### config.mk
export PLATFORM = sky130hd
export DESIGN_NAME = spi_fifo_bridge
export DESIGN_NICKNAME = d
export VERILOG_FILES = /design/src/rtl/spi_fifo_pkg.sv /design/src/rtl/spi_sync_fifo.sv /design/src/rtl/spi_fifo_bridge.sv
export SDC_FILE = /design/constraint.sdc
export NUM_CORES = 1
export LEC_CHECK = 0
export ABC_AREA = 1
export CELL_PAD_IN_SITES_DETAIL_PLACEMENT = 0
export CELL_PAD_IN_SITES_GLOBAL_PLACEMENT = 1
export CORE_MARGIN = 3
export CORE_UTILIZATION = 35
export CTS_CLUSTER_DIAMETER = 200
export DETAILED_ROUTE_END_ITERATION = 8
export HOLD_SLACK_MARGIN = 0.06
export PLACE_DENSITY_LB_ADDON = 0.05
export SYNTH_ARGS = -nofsm -noshare
export SYNTH_HDL_FRONTEND = slang
export SYNTH_SLANG_ARGS = --single-unit
### constraint.sdc
create_clock -name clk -period 2.6 [get_ports clk]
set_input_delay 0.78 -clock clk [delete_from_list [all_inputs] [get_ports clk]]
set_output_delay 0.78 -clock clk [all_outputs]
set_load 0.02 [all_outputs]
### src/rtl/spi_fifo_pkg.sv
// Shared types and defaults for the SPI FIFO bridge.
//   TX FSM states : TX_IDLE, TX_SETTLE
//   RX FSM states : RX_IDLE, RX_ACK
//   DEFAULT_DEPTH : default entries per FIFO
package spi_fifo_pkg;

   localparam int unsigned DEFAULT_DEPTH = 16;

   typedef enum logic {
      TX_IDLE,
      TX_SETTLE
   } txState_t;

   typedef enum logic {
      RX_IDLE,
      RX_ACK
   } rxState_t;

endpackage

### src/rtl/spi_sync_fifo.sv
// Single-clock show-ahead FIFO with an explicit occupancy counter.
//   clk, reset : clock, synchronous active-high reset
//   push       : write wrData (ignored while full)
//   pop        : advance the head (ignored while empty)
//   rdData     : current head, 0 while empty
//   count      : occupancy, full/empty decoded from it
module spi_sync_fifo
   import spi_fifo_pkg::*;
#(
   parameter int unsigned DATAWIDTH = 8,
   parameter int unsigned DEPTH     = DEFAULT_DEPTH,
   parameter int unsigned CNTW      = $clog2(DEPTH) + 1
) (
   input  logic                 clk,
   input  logic                 reset,
   input  logic                 push,
   input  logic                 pop,
   input  logic [DATAWIDTH-1:0] wrData,
   output logic [DATAWIDTH-1:0] rdData,
   output logic [CNTW-1:0]      count,
   output logic                 full,
   output logic                 empty
);

   localparam int unsigned ADDRW = $clog2(DEPTH);

   logic [DATAWIDTH-1:0] mem [DEPTH];
   logic [ADDRW-1:0]     wrPtr;
   logic [ADDRW-1:0]     rdPtr;
   logic                 pushOk;
   logic                 popOk;

   assign full   = (count == CNTW'(DEPTH));
   assign empty  = (count == '0);
   // A push is judged against the pre-edge count, so a same-cycle pop never admits it.
   assign pushOk = push && !full;
   assign popOk  = pop && !empty;
   assign rdData = empty ? '0 : mem[rdPtr];

   // Pointers wrap naturally; occupancy tracked separately.
   always_ff @(posedge clk) begin
      if (reset) begin
         wrPtr <= '0;
         rdPtr <= '0;
         count <= '0;
      end else begin
         if (pushOk) wrPtr <= wrPtr + ADDRW'(1);
         if (popOk)  rdPtr <= rdPtr + ADDRW'(1);
         case ({pushOk, popOk})
            2'b10:   count <= count + CNTW'(1);
            2'b01:   count <= count - CNTW'(1);
            default: count <= count;
         endcase
      end
   end

   // Storage array, no reset needed since reads are masked while empty.
   always_ff @(posedge clk) begin
      if (pushOk) mem[wrPtr] <= wrData;
   end

endmodule

### src/rtl/spi_fifo_bridge.sv
// TX/RX buffering between master-side registers and the SPI core.
//   txWrEn/txWrData         : push into TX FIFO
//   rxRdEn/rxRdData         : pop / show-ahead head of RX FIFO
//   txCount/rxCount         : occupancies; txFull, rxEmpty decoded
//   txThreshold/rxThreshold : interrupt levels for txIrq/rxIrq
//   txOverflow/rxOverflow   : sticky drop flags, cleared by flagClear
//   coreTransmit*           : load port toward the core
//   coreReceive*            : receive handshake with the core
module spi_fifo_bridge
   import spi_fifo_pkg::*;
#(
   parameter int unsigned DATAWIDTH = 8,
   parameter int unsigned DEPTH     = DEFAULT_DEPTH,
   parameter int unsigned CNTW      = $clog2(DEPTH) + 1
) (
   input  logic                 clk,
   input  logic                 reset,
   input  logic                 txWrEn,
   input  logic [DATAWIDTH-1:0] txWrData,
   input  logic                 rxRdEn,
   output logic [DATAWIDTH-1:0] rxRdData,
   output logic [CNTW-1:0]      txCount,
   output logic [CNTW-1:0]      rxCount,
   output logic                 txFull,
   output logic                 rxEmpty,
   input  logic [CNTW-1:0]      txThreshold,
   input  logic [CNTW-1:0]      rxThreshold,
   output logic                 txOverflow,
   output logic                 rxOverflow,
   input  logic                 flagClear,
   output logic                 txIrq,
   output logic                 rxIrq,
   output logic [DATAWIDTH-1:0] coreTransmitData,
   output logic                 coreTransmitLoadEn,
   input  logic                 coreTransmitReady,
   input  logic [DATAWIDTH-1:0] coreReceiveData,
   input  logic                 coreReceiveValid,
   output logic                 coreReceiveReadReq
);

   txState_t             txState, txStateNext;
   rxState_t             rxState, rxStateNext;
   logic                 txPop, txEmpty, txOvfSet;
   logic                 rxCapture, rxPush, rxFull, rxOvfSet;
   logic [DATAWIDTH-1:0] txHead;

   spi_sync_fifo #(.DATAWIDTH(DATAWIDTH), .DEPTH(DEPTH), .CNTW(CNTW)) txFifo (
      .clk    (clk),
      .reset  (reset),
      .push   (txWrEn),
      .pop    (txPop),
      .wrData (txWrData),
      .rdData (txHead),
      .count  (txCount),
      .full   (txFull),
      .empty  (txEmpty)
   );

   spi_sync_fifo #(.DATAWIDTH(DATAWIDTH), .DEPTH(DEPTH), .CNTW(CNTW)) rxFifo (
      .clk    (clk),
      .reset  (reset),
      .push   (rxPush),
      .pop    (rxRdEn),
      .wrData (coreReceiveData),
      .rdData (rxRdData),
      .count  (rxCount),
      .full   (rxFull),
      .empty  (rxEmpty)
   );

   assign txOvfSet = txWrEn && txFull;
   assign txIrq    = (txCount <= txThreshold);
   // Count of zero never raises rxIrq, so a zero threshold acts as one.
   assign rxIrq    = (rxCount >= rxThreshold) && (rxCount != '0);

   // TX: settle cycle covers the core's registered ready dropping after a load.
   always_comb begin
      txStateNext = txState;
      txPop       = 1'b0;
      case (txState)
         TX_IDLE: begin
            if (coreTransmitReady && !txEmpty) begin
               txPop       = 1'b1;
               txStateNext = TX_SETTLE;
            end
         end
         TX_SETTLE: txStateNext = TX_IDLE;
         default:   txStateNext = TX_IDLE;
      endcase
   end

   // RX: acknowledge every valid byte, then skip one cycle while valid clears.
   always_comb begin
      rxStateNext = rxState;
      rxCapture   = 1'b0;
      case (rxState)
         RX_IDLE: begin
            if (coreReceiveValid) begin
               rxCapture   = 1'b1;
               rxStateNext = RX_ACK;
            end
         end
         RX_ACK:  rxStateNext = RX_IDLE;
         default: rxStateNext = RX_IDLE;
      endcase
   end

   assign rxPush   = rxCapture && !rxFull;
   assign rxOvfSet = rxCapture && rxFull;

   // State, strobes, load data and sticky flags (set beats clear).
   always_ff @(posedge clk) begin
      if (reset) begin
         txState            <= TX_IDLE;
         rxState            <= RX_IDLE;
         coreTransmitLoadEn <= 1'b0;
         coreTransmitData   <= '0;
         coreReceiveReadReq <= 1'b0;
         txOverflow         <= 1'b0;
         rxOverflow         <= 1'b0;
      end else begin
         txState            <= txStateNext;
         rxState            <= rxStateNext;
         coreTransmitLoadEn <= txPop;
         if (txPop) coreTransmitData <= txHead;
         coreReceiveReadReq <= rxCapture;
         txOverflow         <= (txOverflow && !flagClear) || txOvfSet;
         rxOverflow         <= (rxOverflow && !flagClear) || rxOvfSet;
      end
   end

endmodule

==> impl_metrics.tcl <==
set metrics [dict create \
    synth_nets 1325 \
    synth_warnings 0 \
    period_share_pct 107 \
    num_vias 9047 \
    crit_family "flip-flops" \
    p_leak_nw 6.80 \
    synthDistinctLibCells 28 \
    path_max_fanout 6 \
    drt-initial-drc-count 568 \
    maxCapViolCount 0 \
    skew_ns 0.0317 \
    grt_pass1_wl_um 53500 \
    postRouteAntennaNets 0 \
    critPathArrivalTime_ns 2.00 \
    cts.sinks 298 \
    cp.depth 9 \
    violations "negative setup slack" \
    cts_made_buffers 36 \
    hold_viol 0 \
    hold_path_depth 2 \
    die_x_um 198 \
    crit_chain "buf_12 > buf_16 > nand2_4 > nand3_2 > nand3_2 > nand2_2 > nand2_2 > a21oi_2 > buf_6" \
    wl_per_cell_um 18.6 \
    ios 67 \
    grt_antenna_before_repair 0 \
    track_usage_pct 18.1 \
    r2r_start "txFifo.count[1]$_SDFFE_PP0P_" \
    required_ns 1.82 \
    drc 0 \
    drive_above_1_share_pct 21.6 \
    pre_cts_ws_ns -0.796 \
    cts_tree "done" \
    gr-total-overflow 0 \
    core_sq_mm 0.0360 \
    grt_max_degree 67 \
    p_seq_share_pct 34.2 \
    area_growth_pct 29.6 \
    pwr-share-comb_pct 36.2 \
    slew_headroom_pct 52.0 \
    power.share.clock_pct 29.6 \
    placement.io_buffers 66 \
    antenna_cells 0 \
    timing.hold.ws_ns 0.468 \
    p_sw_share_pct 34.3 \
    vdd.ir_drop.worst_mv 0.476 \
    critPathBufInv 3 \
    fmax_mhz 359 \
    power_mw 16.6 \
    drv_slew 0 \
    fp.dieArea_sq_mm 0.0393 \
    syn_avg_cell_area_sq_um 10.3 \
    setup_ws_ns -0.184 \
    routed_wl_um 35400 \
    worstMarginPinSlew_ns 0.717 \
    r2r-end "txFifo.count[4]$_SDFFE_PP0P_" \
    fill_cells 3351 \
    hold_class "flip-flop to flip-flop" \
    synth_area_leaders "edfxtp_1 (59%), nand2_1 (12%), nand3_1 (7.6%)" \
    ys_seq_elements 298 \
    gp_congestion 0.752 \
    internal_power_mw 10.9 \
    fp-row-count 69 \
    clk_pin_slew_ns 0.06 \
    fin_nets 1484 \
    htree_levels 2 \
    cts_max_path_buffers 3 \
    worst_path_max_delay_cell "dfxtp_4" \
    die_y_um 198 \
    crit_type "flip-flop to output port" \
    min_period_ns 2.78 \
    crit_path_end_kind "output port" \
    worst_skew_pair.late_latency_ns 0.54 \
    status "finished, violations left" \
    place_hpwl_um 21600 \
    seq_area_frac_synth_pct 65.9 \
    cts_hold_buffers 0 \
    first_pass_iters 5 \
    reg2reg_depth 13 \
    setup_viol 9 \
    synth.top_cell.area_share_pct 59.4 \
    syn-instance-count 1262 \
    rsz0062_at_grt "true" \
    crit_path_max_incr_delay_ns 0.47 \
    grt_pass1_vias 8844 \
    rrSetupSlack_ns 0.35 \
    root_buffer "clkbuf_16" \
    critPathLaunchType "flip-flop" \
    routed_via_density 4.74 \
    start_util_pct 36.0 \
    synth_area_leader_cell "edfxtp_1" \
    powerDensity_mw_per_mm2 992 \
    p_switching_mw 5.70 \
    fin_util_pct 46.6 \
    hp-start "txOverflow$_SDFF_PP0_" \
    netlist_area_sq_mm 0.0129 \
    min_to "txOverflow$_SDFF_PP0_" \
]
-- flip-flops by register name, summed over array words and instances (netlist names), named ones only --
name                cells
rxFifo.wrPtr            4
coreReceiveReadReq      1
txFifo.count            5
txFifo.wrPtr            4
coreTransmitLoadEn      1
txFifo.mem            128
txFifo.rdPtr            4
rxOverflow              1
coreTransmitData        8
rxFifo.mem            128
rxFifo.rdPtr            4
txOverflow              1
rxFifo.count            5
-- worst min-delay path: stages, from the launching register on --
cell,delay (ns)
dfxtp_1,0.31
nand2_1,0.06
a21oi_1,0.05
-- cell families (layout without fill, tap and decap cells) --
logic type                 count (synthesis)  count (layout)  synth area share (%)
adders and majority gates                 30              30                  3.02
buffers and inverters                    180             366                  6.01
DFF                                      298             298                  65.9
and+or+nand+nor                          680             680                  21.8
xor gates and xnor gates                  10              10                 0.677
AOI/OAI and AO/OA                         64              64                  2.56
-- per-stage QoR --
step | setup TNS, ns | area, sq um | std cells
2_1_floorplan | 0 | 12900 | 1262
3_3_place_gp | -6.44 | 14700 | 1830
3_5_place_dp | -6.22 | 14700 | 1830
4_1_cts | -1.69 | 16300 | 1905
5_1_grt | -2.05 | 16800 | 1909
6_report | -1.26 | 16800 | 1909
-- worst max-delay path by stage --
stage	to
5_1_grt	rxRdData[1]
6_report	rxRdData[2]
3_3_place_gp	rxIrq
2_1_floorplan	rxIrq
4_1_cts	txIrq
3_5_place_dp	rxIrq
-- power by group through the flow --
stage	registers [mW]	clock network (mW)	logic [mW]
3_5_place_dp	5.74	0	5.02
6_report	5.69	4.92	6.02
3_3_place_gp	5.74	0	5.02
2_1_floorplan	5.86	0	2.80
4_1_cts	5.67	5.05	5.63
5_1_grt	5.72	5.23	6.66
-- what timing repair did --
item                       4_1_cts  5_1_grt
gates cloned                     7        3
resized for setup              134      109
pin swaps                       29       49
setup endpoints to repair       12       13
hold endpoints to repair         0        0
setup buffers                    3        1
-- cells in the mapped netlist (all sizes together) --
cell and instances:
o21ai 20, nand3 197, o21bai 2, clkinv 4
buf 43, xor2 8, a211oi 1, o22ai 1
a21boi 1, clkbuf 10, ha 28, inv 123
a21oi 39, nand4 4, dfxtp 42, nor2 63
fa 2, nor3 2, edfxtp 256, nand2 414
xnor2 2
-- placed cells by master (no fill, tap or decap), drive strengths merged, types with 39 or more instances in the layout --
| cell type | n |
|---|---|
| nand2 | 414 |
| clkbuf | 57 |
| a21oi | 39 |
| nand3 | 197 |
| inv | 125 |
| dfxtp | 42 |
| edfxtp | 256 |
| clkdlybuf4s50 | 45 |
| nor2 | 63 |
| buf | 116 |
-- cell type report --
| type | count | area, sq um | share of cell area (%) |
|---|---|---|---|
| Sequential cell | 298 | 8540 | 50.9 |
| Multi-Input combinational cell | 784 | 4210 | 25.1 |
| Timing Repair Buffer | 174 | 1790 | 10.7 |
| Clock buffer | 50 | 993 | 5.92 |
| Tap cell | 461 | 577 | 3.44 |
| Inverter | 127 | 484 | 2.89 |
| Clock inverter | 15 | 165 | 0.985 |
-- routing by layer --
layer  vias up  wire, um  GRT usage, %
met1      4313     18100          27.9
met5         -         0             0
li1       4541         -             -
met4         0       498          4.04
met3        40      1650          3.88
met2       153     15200          26.2
Note: power is estimated with default switching activity, not from simulation.
